$ cat src/rtl/score_pkg.sv
// Shared types and constants for the BCD score accumulator.
// Latency: n/a (types, constants and an elaboration-time helper only).
// Backpressure: n/a.
package score_pkg;

    typedef logic [3:0] bcd_digit_t;

    typedef enum logic [1:0] {
        IDLE,
        CONV,
        ADD,
        COMMIT
    } acc_state_t;

    // Double-dabble: a nibble at or above 5 would exceed 9 after doubling,
    // so it is pre-biased by 3 to make the shift carry into the next nibble.
    localparam int BCD_ADJ_THRESH = 5;
    localparam int BCD_ADJ        = 3;
    localparam int BCD_MAX_DIGIT  = 9;

    // 10**n for elaboration-time range checks.
    function automatic longint pow10(input int n);
        longint r;
        r = 1;
        for (int i = 0; i < n; i++) begin
            r = r * 10;
        end
        return r;
    endfunction

endpackage

$ cat src/rtl/bcd_digit_adder.sv
// Single-digit BCD adder with carry in/out.
// Latency: combinational.
// Backpressure: none.
//
// Ports:
//   a, b  : BCD digit operands (0-9)
//   cin   : carry from the less significant digit
//   sum   : BCD result digit (0-9)
//   cout  : carry into the next digit
module bcd_digit_adder
    import score_pkg::*;
(
    input  bcd_digit_t a,
    input  bcd_digit_t b,
    input  logic       cin,
    output bcd_digit_t sum,
    output logic       cout
);

    logic [4:0] raw;
    logic [4:0] wrapped;

    always_comb begin
        raw     = {1'b0, a} + {1'b0, b} + {4'b0000, cin};
        wrapped = raw - 5'd10;
        if (raw > 5'(BCD_MAX_DIGIT)) begin
            sum  = wrapped[3:0];
            cout = 1'b1;
        end else begin
            sum  = raw[3:0];
            cout = 1'b0;
        end
    end

endmodule

$ cat src/rtl/score_bcd_accumulator.sv
// Accumulates binary point increments into a saturating BCD score for the renderer.
// Latency: accept edge to commit edge is AMOUNT_W + DIGITS + 1 cycles.
// Backpressure: addReady low while an increment is in flight or clearScore is high.
//
// Ports:
//   clk, reset     : clock, asynchronous active-high reset
//   addValid/Ready : increment handshake; addAmount sampled on accept
//   clearScore     : synchronous clear, overrides everything but reset
//   numbersToShow  : committed BCD score, digit 0 least significant
//   scoreUpdated   : one-cycle pulse whenever numbersToShow is rewritten
//   overflow       : sticky, set when an add saturates at all nines
module score_bcd_accumulator
    import score_pkg::*;
#(
    parameter int DIGITS   = 3,
    parameter int AMOUNT_W = 8
)
(
    input  logic                    clk,
    input  logic                    reset,
    input  logic                    addValid,
    input  logic [AMOUNT_W-1:0]     addAmount,
    output logic                    addReady,
    input  logic                    clearScore,
    output logic [DIGITS-1:0][3:0]  numbersToShow,
    output logic                    scoreUpdated,
    output logic                    overflow
);

    localparam int BCW = (AMOUNT_W > 1) ? $clog2(AMOUNT_W) : 1;
    localparam int DGW = (DIGITS > 1) ? $clog2(DIGITS) : 1;

    // The converter holds the whole increment in DIGITS nibbles, so the
    // largest binary amount must fit below 10**DIGITS.
    if (pow10(DIGITS) <= ((longint'(1) << AMOUNT_W) - 1)) begin : g_bad_params
        $error("score_bcd_accumulator: AMOUNT_W too wide for DIGITS");
    end

    acc_state_t                 state;
    acc_state_t                 state_nxt;
    logic [BCW-1:0]             bit_cnt;
    logic [DGW-1:0]             dig_idx;
    logic                       carry;
    logic [AMOUNT_W-1:0]        shift_q;
    bcd_digit_t [DIGITS-1:0]    amt_bcd;
    bcd_digit_t [DIGITS-1:0]    amt_adj;
    bcd_digit_t [DIGITS-1:0]    work;
    bcd_digit_t                 add_sum;
    logic                       add_cout;
    logic                       accept;
    logic                       last_bit;
    logic                       last_dig;

    assign accept   = addValid && addReady;
    assign last_bit = (bit_cnt == '0);
    assign last_dig = (dig_idx == DGW'(DIGITS - 1));

    // Next-state and handshake
    always_comb begin
        state_nxt = state;
        addReady  = (state == IDLE) && !clearScore;
        case (state)
            IDLE:    if (accept)   state_nxt = CONV;
            CONV:    if (last_bit) state_nxt = ADD;
            ADD:     if (last_dig) state_nxt = COMMIT;
            COMMIT:  state_nxt = IDLE;
            default: state_nxt = IDLE;
        endcase
        if (clearScore) begin
            state_nxt = IDLE;
        end
    end

    always_ff @(posedge clk or posedge reset) begin
        if (reset) begin
            state <= IDLE;
        end else begin
            state <= state_nxt;
        end
    end

    // Double-dabble bias applied before each shift
    always_comb begin
        amt_adj = amt_bcd;
        for (int i = 0; i < DIGITS; i++) begin
            if (amt_bcd[i] >= 4'(BCD_ADJ_THRESH)) begin
                amt_adj[i] = amt_bcd[i] + 4'(BCD_ADJ);
            end
        end
    end

    bcd_digit_adder u_digit_adder (
        .a    (work[dig_idx]),
        .b    (amt_bcd[dig_idx]),
        .cin  (carry),
        .sum  (add_sum),
        .cout (add_cout)
    );

    // Datapath; numbersToShow is only written on commit or clear so the
    // renderer never sees a partially added score.
    always_ff @(posedge clk or posedge reset) begin
        if (reset) begin
            bit_cnt       <= '0;
            dig_idx       <= '0;
            carry         <= 1'b0;
            shift_q       <= '0;
            amt_bcd       <= '0;
            work          <= '0;
            numbersToShow <= '0;
            scoreUpdated  <= 1'b0;
            overflow      <= 1'b0;
        end else begin
            scoreUpdated <= 1'b0;
            if (clearScore) begin
                numbersToShow <= '0;
                overflow      <= 1'b0;
                scoreUpdated  <= 1'b1;
            end else begin
                case (state)
                    IDLE: begin
                        if (accept) begin
                            shift_q <= addAmount;
                            amt_bcd <= '0;
                            work    <= numbersToShow;
                            bit_cnt <= BCW'(AMOUNT_W - 1);
                        end
                    end
                    CONV: begin
                        {amt_bcd, shift_q} <= {amt_adj, shift_q} << 1;
                        bit_cnt            <= bit_cnt - BCW'(1);
                        if (last_bit) begin
                            dig_idx <= '0;
                            carry   <= 1'b0;
                        end
                    end
                    ADD: begin
                        work[dig_idx] <= add_sum;
                        carry         <= add_cout;
                        dig_idx       <= dig_idx + DGW'(1);
                    end
                    COMMIT: begin
                        // A carry out of the top digit means the true sum
                        // exceeds the display range: pin to all nines.
                        if (carry) begin
                            for (int i = 0; i < DIGITS; i++) begin
                                numbersToShow[i] <= 4'(BCD_MAX_DIGIT);
                            end
                            overflow <= 1'b1;
                        end else begin
                            numbersToShow <= work;
                        end
                        scoreUpdated <= 1'b1;
                    end
                    default: ;
                endcase
            end
        end
    end

endmodule

$ cat config.mk
export PLATFORM = sky130hd
export DESIGN_NAME = score_bcd_accumulator
export DESIGN_NICKNAME = d
export VERILOG_FILES = /design/src/rtl/score_pkg.sv /design/src/rtl/bcd_digit_adder.sv /design/src/rtl/score_bcd_accumulator.sv
export SDC_FILE = /design/constraint.sdc
export NUM_CORES = 1
export LEC_CHECK = 0
export ABC_AREA = 0
export BUFFER_PORTS_ARGS = -buffer_cell sky130_fd_sc_hd__clkbuf_2
export CAP_MARGIN = 30
export CORE_MARGIN = 4
export CORE_UTILIZATION = 45
export CTS_CLUSTER_DIAMETER = 120
export DETAILED_ROUTE_END_ITERATION = 7
export SYNTH_ARGS = -nofsm -noshare
export SYNTH_HDL_FRONTEND = slang
export SYNTH_SLANG_ARGS = --single-unit
$ cat constraint.sdc
create_clock -name clk -period 6.15 [get_ports clk]
set_input_delay 0.3075 -clock clk [delete_from_list [all_inputs] [get_ports clk]]
set_output_delay 0.3075 -clock clk [all_outputs]
set_load 0.02 [all_outputs]
==> run metrics, run 1 <==
number of maximum-capacitance constraint violations 0; Yosys warning count 0; die outline area 0.00844 mm^2; Final #Nets 382; grt total ovfl 0; starting density of the core 0.466; headroom to the max-slew limit 0.351; clk_lat worst skew 0.31 ns; CP dominant cell by count sky130_fd_sc_hd__fa_1; post-CTS repair timing setup buffer count 0; last weighted congestion value of the routability-driven placer 0.818; total leakage power 1.52 nW; WP data required 6.39 ns; residual DRC count 0; sort of element at the end of the critical path register; Root Buffer Master sky130_fd_sc_hd__clkbuf_8; worst path cell trace mux2i_1 > o22ai_1 > fa_1 > fa_1 > xnor2_1 > ha_1 > nor2b_1 > a31o_4 > o31ai_4 > mux2_4 > o21ai_1; post-route fraction of the period consumed by the critical path 0.626; number of clock buffers inserted by TritonCTS 5; Rows 30; clk_skew 0.0103 ns; Highest Clock Rate 0.260 GHz; PortBufs 26; number of buffers inserted for hold repair after clock tree synthesis 0; number of DRC violations after detailed-routing iteration 0 69; number of inserted filler cells in the final layout 636; Final Critical Period 3.85 ns; mean post-synth cell area 9.50 um^2; pwr dens 355 mW/mm^2; nets in the synthesized netlist 367; Die Y-Extent 91.9 um; deepest level of the CTS H-tree 2; post-detailed-routing wire length 6660 um; storage element area 0.00135 mm^2; outcome complete, no violations; switching power as a share of total power 0.399; type of the worst min-delay path in2async; switching pwr 490 uW; maximum number of pins on one net before global-route repair 55; startpoint class of the critical path register; cell family with most CP delay adder cells; DP Wirelength 4710 um; internal power of the cells 738 uW; number of detailed-route iterations in the first pass 4; part of the Yosys area used for sequential elements 0.427; worst-case clock buffer depth 2; area of the core 0.00679 mm^2; slew at the pin closest to its max-slew limit 0.970 ns; Cell Area, Synth 0.00316 mm^2; count of flip-flops with a built-in enable after synthesis 0; clock tree from TritonCTS built; sequential share of power 0.407; part of the total power dissipated in combinational logic 0.399; endpoint arrival time on the critical path 4.09 ns; utilization after layout 0.509; GRT Total Usage 0.166; Sinks on Clock Net 54; Most used DFF post-synth sky130_fd_sc_hd__dfrtp_1; register bit count reported by yosys 54; startpoint-to-endpoint class of the critical path reg2reg; slowest CP cell sky130_fd_sc_hd__dfrtp_1; area of combinational cells with multiple inputs 0.00167 mm^2; first-pass GRT wire length 11500 um; Synth async-reset ratio 1.00; Peak VDD IR 0.000208 V; Slew Viols, Final 0; worst path bufs/invs 0; total vias in the final route 2403; power share of the clock group 0.194; critical path peak fanout 18; number of routed nets with antenna violations 0; via count of the first global-routing pass 2406; RSZ-0062 raised after global routing false; area grow syn2layout 9.37%; post-cts gate resize count 0; number of diodes 0; Wirelength per Cell 15.0 um; library cells used by synthesis 41; post-CTS clock slew at the launch and capture registers of the worst setup and hold paths 0.10 ns; commonest cells after routing, fill and taps aside sky130_fd_sc_hd__dfrtp_1 (54), sky130_fd_sc_hd__nand2_1 (31), sky130_fd_sc_hd__nor2_1 (29); most common library cell in the layout ignoring fill and taps sky130_fd_sc_hd__dfrtp_1; accumulated negative setup slack 0 ns; start point of the critical path dig_idx[1]; via density per instance 5.40; final setup fails 0; ports placed on the boundary 27; initial antenna violation count 0; delay of the slowest cell on the worst path 0.81 ns; count of endpoints failing hold in the final timing report 0; Reg-to-Reg Start dig_idx[1]; layout cell share with drive strength beyond 1 0.132; number of cells produced by synthesis 333; horizontal die dimension 91.9 um
## power by group through the flow
stage	sequential [mW]	combinational [mW]	clock [mW]
5_1_grt	0.514	0.553	0.259
3_3_place_gp	0.507	0.485	0
2_1_floorplan	0.478	0.403	0
6_report	0.500	0.490	0.238
4_1_cts	0.501	0.496	0.245
3_5_place_dp	0.507	0.494	0
## routing by layer
metal / vias to the layer above / share of wire / global-route usage / wire length [um]
li1: 1207 / - / - / -
met1: 1148 / 0.48 / 0.218 / 3220
met2: 37 / 0.47 / 0.280 / 3100
met3: 11 / 0.034 / 0.0295 / 228
met4: 0 / 0.016 / 0.0470 / 108
met5: - / 0 / 0 / 0
## flip-flops by register name, indices dropped and copies added, names as in the netlist
signal and count:
amt_bcd 12, numbersToShow 12, work 12, shift_q 8, bit_cnt 3, dig_idx 2, state 2, carry 1
overflow 1, scoreUpdated 1
## synthesized netlist by cell type (3+ instances only)
library cell	instances	area, um^2
sky130_fd_sc_hd__inv_1	17	63.8
sky130_fd_sc_hd__nand2b_1	9	56.3
sky130_fd_sc_hd__a22o_1	5	43.8
sky130_fd_sc_hd__nor3_1	4	20.0
sky130_fd_sc_hd__a211oi_1	6	45.0
sky130_fd_sc_hd__a32oi_1	3	26.3
sky130_fd_sc_hd__clkbuf_1	19	71.3
sky130_fd_sc_hd__and3_1	3	18.8
sky130_fd_sc_hd__o21ai_1	6	30.0
sky130_fd_sc_hd__mux2i_1	17	170
sky130_fd_sc_hd__xnor2_1	5	43.8
sky130_fd_sc_hd__a41o_1	3	30.0
sky130_fd_sc_hd__dfrtp_1	54	1350
sky130_fd_sc_hd__o22ai_1	11	68.8
sky130_fd_sc_hd__o21ai_0	25	125
sky130_fd_sc_hd__a221oi_1	3	26.3
sky130_fd_sc_hd__nor2b_1	5	31.3
sky130_fd_sc_hd__nor2_1	29	109
sky130_fd_sc_hd__a32o_1	3	30.0
sky130_fd_sc_hd__ha_1	20	250
sky130_fd_sc_hd__nand3b_1	7	52.6
sky130_fd_sc_hd__nand3_1	7	35.0
sky130_fd_sc_hd__a21oi_1	16	80.1
sky130_fd_sc_hd__nand2_1	31	116
## per-stage QoR
stage               total power, mW  hold slack [ns]  worst slack, ns  instance area (um^2)  cells
finish                         1.23            0.157             2.30                  3460    445
global route                   1.33            0.226             2.10                  3460    445
CTS                            1.24            0.184             2.31                  3460    445
detailed placement             1.00            0.468             2.35                  3350    437
global placement              0.991            0.459             2.47                  3350    437
floorplan                     0.882            0.438             2.55                  3160    333
## tightest hold or removal path: cells and delay by family
family                 cells  cell delay [ns]
buffers and inverters      3             0.66
## cell type report
class                           count  share of cell area
Multi-Input combinational cell    242               0.484
Sequential cell                    54               0.390
Timing Repair Buffer               28              0.0419
Tap cell                           96              0.0347
Clock buffer                        7              0.0221
Inverter                           17              0.0184
Clock inverter                      1             0.00868
## cells by family (layout without fill, tap and decap cells)
logic type               count (synthesis)  count (layout)  share of synthesized area
adder cells (fa/ha/maj)                 22              22                     0.0917
buffers and inverters                   37              53                     0.0439
AND/OR/NAND/NOR                         99              99                      0.147
multiplexers                            20              20                     0.0656
flip-flops                              54              54                      0.427
XOR/XNOR                                 7               7                     0.0194
AO/OA/AOI/OAI                           94              94                      0.206
## worst paths after layout
check | cells after the start | slack [ns] | to
setup / recovery | 11 | 2.30 | work[6]
hold / removal | 3 | 0.16 | numbersToShow[3]
setup reg to reg | 11 | 2.30 | work[6]
hold reg to reg | 2 | 0.49 | shift_q[0]
max in group asynchronous | 3 | 5.54 | amt_bcd[2]
min in group clk | 3 | 0.23 | shift_q[0]
No activity file was read; power rests on OpenSTA's default activity.
==> run 2, diff against run 1 <==
- ABC_AREA: 0 -> 1
- clock period: 6.15 -> 4 ns (I/O delays scaled with it)
==> run metrics, run 2 <==
endpoint arrival time on the critical path 3.60 ns; Reg-to-Reg Start dig_idx[0]; mean post-synth cell area 8.40 um^2; outcome complete, no violations; grt total ovfl 0; horizontal die dimension 91.9 um; area grow syn2layout 10.2%; number of cells produced by synthesis 377; total leakage power 1.63 nW; final setup fails 0; headroom to the max-slew limit 0.529; worst-case clock buffer depth 2; Highest Clock Rate 0.297 GHz; internal reg-to-reg setup slack 0.63 ns; depth of the worst register-to-register path 17; most frequently used cell type in the post-synthesis netlist sky130_fd_sc_hd__inv_1; area of the core 0.00683 mm^2; Placed Instance Area 0.00338 mm^2; design area 0.00349 mm^2; Peak VDD IR 0.000413 V; maximum number of pins on one net before global-route repair 55; startpoint class of the critical path register; part of the Yosys area used for sequential elements 0.427; most common library cell in the layout ignoring fill and taps sky130_fd_sc_hd__inv_1; slew at the pin closest to its max-slew limit 0.705 ns; clk_skew 0.00400 ns; number of detailed-route iterations in the first pass 4; number of inserted filler cells in the final layout 677; Cell Area, Synth 0.00317 mm^2; number of maximum-capacitance constraint violations 0; PnR Total Power 2.88 mW; Rows 30; startpoint-to-endpoint class of the critical path reg2reg; number of clock buffers inserted by TritonCTS 5; via count of the first global-routing pass 2305; residual DRC count 0; storage element area 0.00135 mm^2; initial antenna violation count 0; starting density of the core 0.464; DP Wirelength 5130 um; type of the worst min-delay path in2async; worst reg2reg path endpoint work[10]; Wirelength per Cell 13.9 um; synth cell count leaders sky130_fd_sc_hd__inv_1 (57), sky130_fd_sc_hd__dfrtp_1 (54), sky130_fd_sc_hd__nand2_1 (37); critical path peak fanout 18; post-detailed-routing wire length 6890 um; via density per instance 5.11; Synth async-reset ratio 1.00; Yosys warning count 0; post-CTS clock slew at the launch and capture registers of the worst setup and hold paths 0.09 ns; ranking of synthesized cells by area sky130_fd_sc_hd__dfrtp_1 (43%), sky130_fd_sc_hd__ha_1 (7.9%), sky130_fd_sc_hd__inv_1 (6.8%); clk_lat worst skew 0.30 ns; number of diodes 0; RSZ-0062 raised after global routing false; ports placed on the boundary 27; biggest regs amt_bcd x12, numbersToShow x12, work x12; first-pass GRT wire length 11500 um; WP data required 4.24 ns; area of combinational cells with multiple inputs 0.00151 mm^2; count of endpoints failing hold in the final timing report 0; cell accounting for the most synthesized area sky130_fd_sc_hd__dfrtp_1; Most used DFF post-synth sky130_fd_sc_hd__dfrtp_1; accumulated negative setup slack 0 ns; register bit count reported by yosys 54; last weighted congestion value of the routability-driven placer 0.918; library cells used by synthesis 35; post-CTS repair timing setup buffer count 0; PortBufs 26; Sinks on Clock Net 54; Final Critical Period 3.37 ns; commonest cells after routing, fill and taps aside sky130_fd_sc_hd__inv_1 (56), sky130_fd_sc_hd__dfrtp_1 (54), sky130_fd_sc_hd__nand2_1 (37); deepest level of the CTS H-tree 2; area share of the largest cell type after synthesis 0.427; Die Y-Extent 91.9 um; number of routed nets with antenna violations 0; die outline area 0.00845 mm^2; post-cts gate resize count 0; Post-Place Setup Slack 0.673 ns; number of buffers inserted for hold repair after clock tree synthesis 0; count of flip-flops with a built-in enable after synthesis 0; GRT Total Usage 0.171; pwr dens 826 mW/mm^2; nets in the synthesized netlist 411; Final #Nets 435; crit path setup slack, layout 0.634 ns; sort of element at the end of the critical path register; clock tree from TritonCTS built; Slew Viols, Final 0; layout cell share with drive strength beyond 1 0.165; Root Buffer Master sky130_fd_sc_hd__clkbuf_8; total vias in the final route 2540; post-route fraction of the period consumed by the critical path 0.842; number of DRC violations after detailed-routing iteration 0 240
[run 2: cell type report]
| class | count | share of cell area |
|---|---|---|
| sequential | 54 | 0.387 |
| tap | 96 | 0.0344 |
| multi-input combinational | 245 | 0.433 |
| inverter | 68 | 0.0738 |
| timing repair buffer | 27 | 0.0394 |
| clock buffer | 6 | 0.0236 |
| clock inverter | 1 | 0.00860 |
[run 2: power by group]
| group | switching, mW | internal (mW) | total [mW] |
|---|---|---|---|
| logic | 1.12 | 0.581 | 1.70 |
| registers | 0.115 | 0.697 | 0.812 |
| clock network | 0.176 | 0.201 | 0.377 |
[run 2: worst max-delay path: stages (launching register included)]
cell	delay (ns)
sky130_fd_sc_hd__dfrtp_1	0.43
sky130_fd_sc_hd__clkinv_1	0.36
sky130_fd_sc_hd__nand2_1	0.29
sky130_fd_sc_hd__o21ai_0	0.14
sky130_fd_sc_hd__fa_1	0.48
sky130_fd_sc_hd__fa_1	0.41
sky130_fd_sc_hd__inv_1	0.07
sky130_fd_sc_hd__nand2_1	0.06
sky130_fd_sc_hd__nand2_2	0.10
sky130_fd_sc_hd__ha_1	0.17
sky130_fd_sc_hd__inv_1	0.06
sky130_fd_sc_hd__nor2_1	0.17
sky130_fd_sc_hd__a21oi_4	0.06
sky130_fd_sc_hd__nand2_4	0.09
sky130_fd_sc_hd__nand2_4	0.06
sky130_fd_sc_hd__nand2_1	0.11
sky130_fd_sc_hd__nand3_1	0.10
sky130_fd_sc_hd__a21oi_1	0.13
[run 2: logic make-up (layout without fill, tap and decap cells)]
group / Yosys count / in the layout / synth area share
compound gates: 105 / 105 / 0.208
xor+xnor: 4 / 4 / 0.0111
fa+ha+maj: 22 / 22 / 0.0916
buf+inv: 78 / 102 / 0.0960
flops: 54 / 54 / 0.427
simple gates: 114 / 114 / 0.167
[run 2: routing by layer]
metal  part of all wire  wire [um]  GRT usage  vias up
met3              0.046        318     0.0295       10
li1                   -          -          -     1306
met2               0.42       2910      0.248       46
met1               0.52       3560      0.256     1178
met4              0.015        105     0.0594        0
met5                  0          0          0        -
[run 2: how the worst max path moves through the flow]
stage	start	endpoint	slack (ns)	depth (start not counted)
detailed placement	dig_idx[0]	work[10]	0.67	17
finish	dig_idx[0]	work[10]	0.63	17
CTS	dig_idx[0]	work[10]	0.64	17
floorplan	dig_idx[0]	work[11]	1.01	18
global placement	dig_idx[0]	work[3]	0.81	16
global route	dig_idx[0]	work[6]	0.20	17
[run 2: stage by stage]
step	hold WS, ns	util	instances
2_1_floorplan	0.266	-	377
3_3_place_gp	0.424	0.495	490
3_5_place_dp	0.421	0.495	490
4_1_cts	0.0843	0.511	497
5_1_grt	0.120	0.511	497
6_report	0.0587	0.511	497
==> run 3, diff against run 2 <==
- clock period: 4 -> 3.3 ns (I/O delays scaled with it)
==> run metrics, run 3 (synthesis gave the netlist of run 2 again) <==
PnR Total Power 3.50 mW; Final #Nets 442; final setup fails 0; DP Wirelength 5240 um; Die Y-Extent 91.9 um; most common library cell in the layout ignoring fill and taps sky130_fd_sc_hd__inv_1; headroom to the max-slew limit 0.393; initial antenna violation count 0; Peak VDD IR 0.000452 V; Placed Instance Area 0.00340 mm^2; fin cells 505; residual DRC count 0; pwr dens 990 mW/mm^2; sequential share of power 0.284; number of DRC violations after detailed-routing iteration 0 114; critical path peak fanout 8; startpoint class of the critical path register; endpoint arrival time on the critical path 3.21 ns; Sinks on Clock Net 54; number of buffers inserted for hold repair after clock tree synthesis 0; sort of element at the end of the critical path register; slowest CP cell sky130_fd_sc_hd__dfrtp_2; switching pwr 1.73 mW; clock tree from TritonCTS built; last weighted congestion value of the routability-driven placer 0.898; via density per instance 5.15; startpoint-to-endpoint class of the critical path reg2reg; number of maximum-capacitance constraint violations 0; Root Buffer Master sky130_fd_sc_hd__clkbuf_8; post-route fraction of the period consumed by the critical path 0.902; total leakage power 1.65 nW; Wirelength per Cell 14.0 um; type of the worst min-delay path in2async; horizontal die dimension 91.9 um; clk_skew 0.00738 ns; GRT Total Usage 0.178; area grow syn2layout 11.6%; area of the core 0.00683 mm^2; clk_lat worst skew 0.31 ns; RSZ-0062 raised after global routing false; deepest level of the CTS H-tree 2; switching power as a share of total power 0.493; worst-case clock buffer depth 2; number of detailed-route iterations in the first pass 4; number of routed nets with antenna violations 0; biggest regs amt_bcd x12, numbersToShow x12, work x12; internal power of the cells 1.77 mW; Final Critical Period 2.98 ns; power share of the clock group 0.111; Rows 30; starting density of the core 0.464; number of placed cells counting well taps 493; delay of the slowest cell on the worst path 0.43 ns; die outline area 0.00845 mm^2; Highest Clock Rate 0.336 GHz; post-detailed-routing wire length 7070 um; depth of the worst register-to-register path 18; grt total ovfl 0; post-CTS clock slew at the launch and capture registers of the worst setup and hold paths 0.10 ns; total vias in the final route 2602; count of endpoints failing hold in the final timing report 0; outcome complete, no violations; slew at the pin closest to its max-slew limit 0.909 ns; via count of the first global-routing pass 2527; PortBufs 26; Slew Viols, Final 0; part of the total power dissipated in combinational logic 0.605; design area 0.00353 mm^2; Fin Hold WS 0.0290 ns; worst path cell trace clkinvlp_4 > buf_4 > nor2_1 > o22ai_1 > fa_2 > fa_1 > inv_1 > nand2_1 > nand2_2 > ha_1 > inv_1 > nor2_1 > a21oi_4 > nand2_4 > nand2_4 > nand2_1 > nand3_1 > a21oi_1; ports placed on the boundary 27; accumulated negative setup slack 0 ns; layout cell share with drive strength beyond 1 0.191; WP data required 3.54 ns; number of clock buffers inserted by TritonCTS 5; commonest cells after routing, fill and taps aside sky130_fd_sc_hd__inv_1 (56), sky130_fd_sc_hd__dfrtp_1 (52), sky130_fd_sc_hd__nand2_1 (36); number of diodes 0; maximum number of pins on one net before global-route repair 44; first-pass GRT wire length 12000 um
## run 3: cell types whose count changed in the layout (fill, tap and decap cells not counted), sizes merged
cell      change
clkinvlp      +1
bufinv        -1
buf           +7
clkbuf        +1
## run 3: final timing paths
check	from	to	slack [ns]
max	dig_idx[0]	work[6]	0.32
max reg2reg	dig_idx[0]	work[6]	0.32
min	reset	state[1]	0.03
max in group asynchronous	reset	numbersToShow[2]	2.55
min in group clk	addAmount[0]	shift_q[0]	0.08
min reg2reg	bit_cnt[0]	bit_cnt[0]	0.50
## run 3: metal layers
layer	track usage	vias up	wire length (um)
li1	-	1322	-
met1	0.248	1235	3550
met2	0.290	40	3200
met3	0.0271	5	256
met4	0.0495	0	67
met5	0	-	0
## run 3: timing repair
item / 4_1_cts / 5_1_grt
resized for setup: 0 / 5
buffers inserted: 0 / 4
endpoints found under the setup margin: 0 / 10
## run 3: stage by stage
step / utilization / worst slack, ns
2_1_floorplan: - / 0.308
3_3_place_gp: 0.498 / 0.325
3_5_place_dp: 0.498 / 0.186
4_1_cts: 0.511 / 0.150
5_1_grt: 0.517 / 0.0168
6_report: 0.517 / 0.324
## run 3: worst max-delay path: cells and delay by family (launching register included)
| family | cells | cell delay [ns] |
|---|---|---|
| simple gates | 8 | 0.76 |
| compound gates | 3 | 0.30 |
| buf+inv | 4 | 0.46 |
| fa+ha+maj | 3 | 0.95 |
| flops | 1 | 0.43 |
## run 3: final cells by class
class / instances / area (um^2)
clock buffers: 7 / 86.3
flip-flops and latches: 54 / 1350
inverters: 68 / 262
multi-input cells: 245 / 1520
well taps: 96 / 120
repair buffers: 34 / 190
clock inverters: 1 / 5.00
fillers: 679 / 3300
## run 3: power groups by stage
stage	clock network, mW	registers [mW]	logic [mW]
finish	0.389	0.993	2.12
global route	0.422	1.02	2.41
CTS	0.400	0.988	2.07
detailed placement	0	1.00	2.05
global placement	0	0.997	2.02
floorplan	0	0.966	1.65
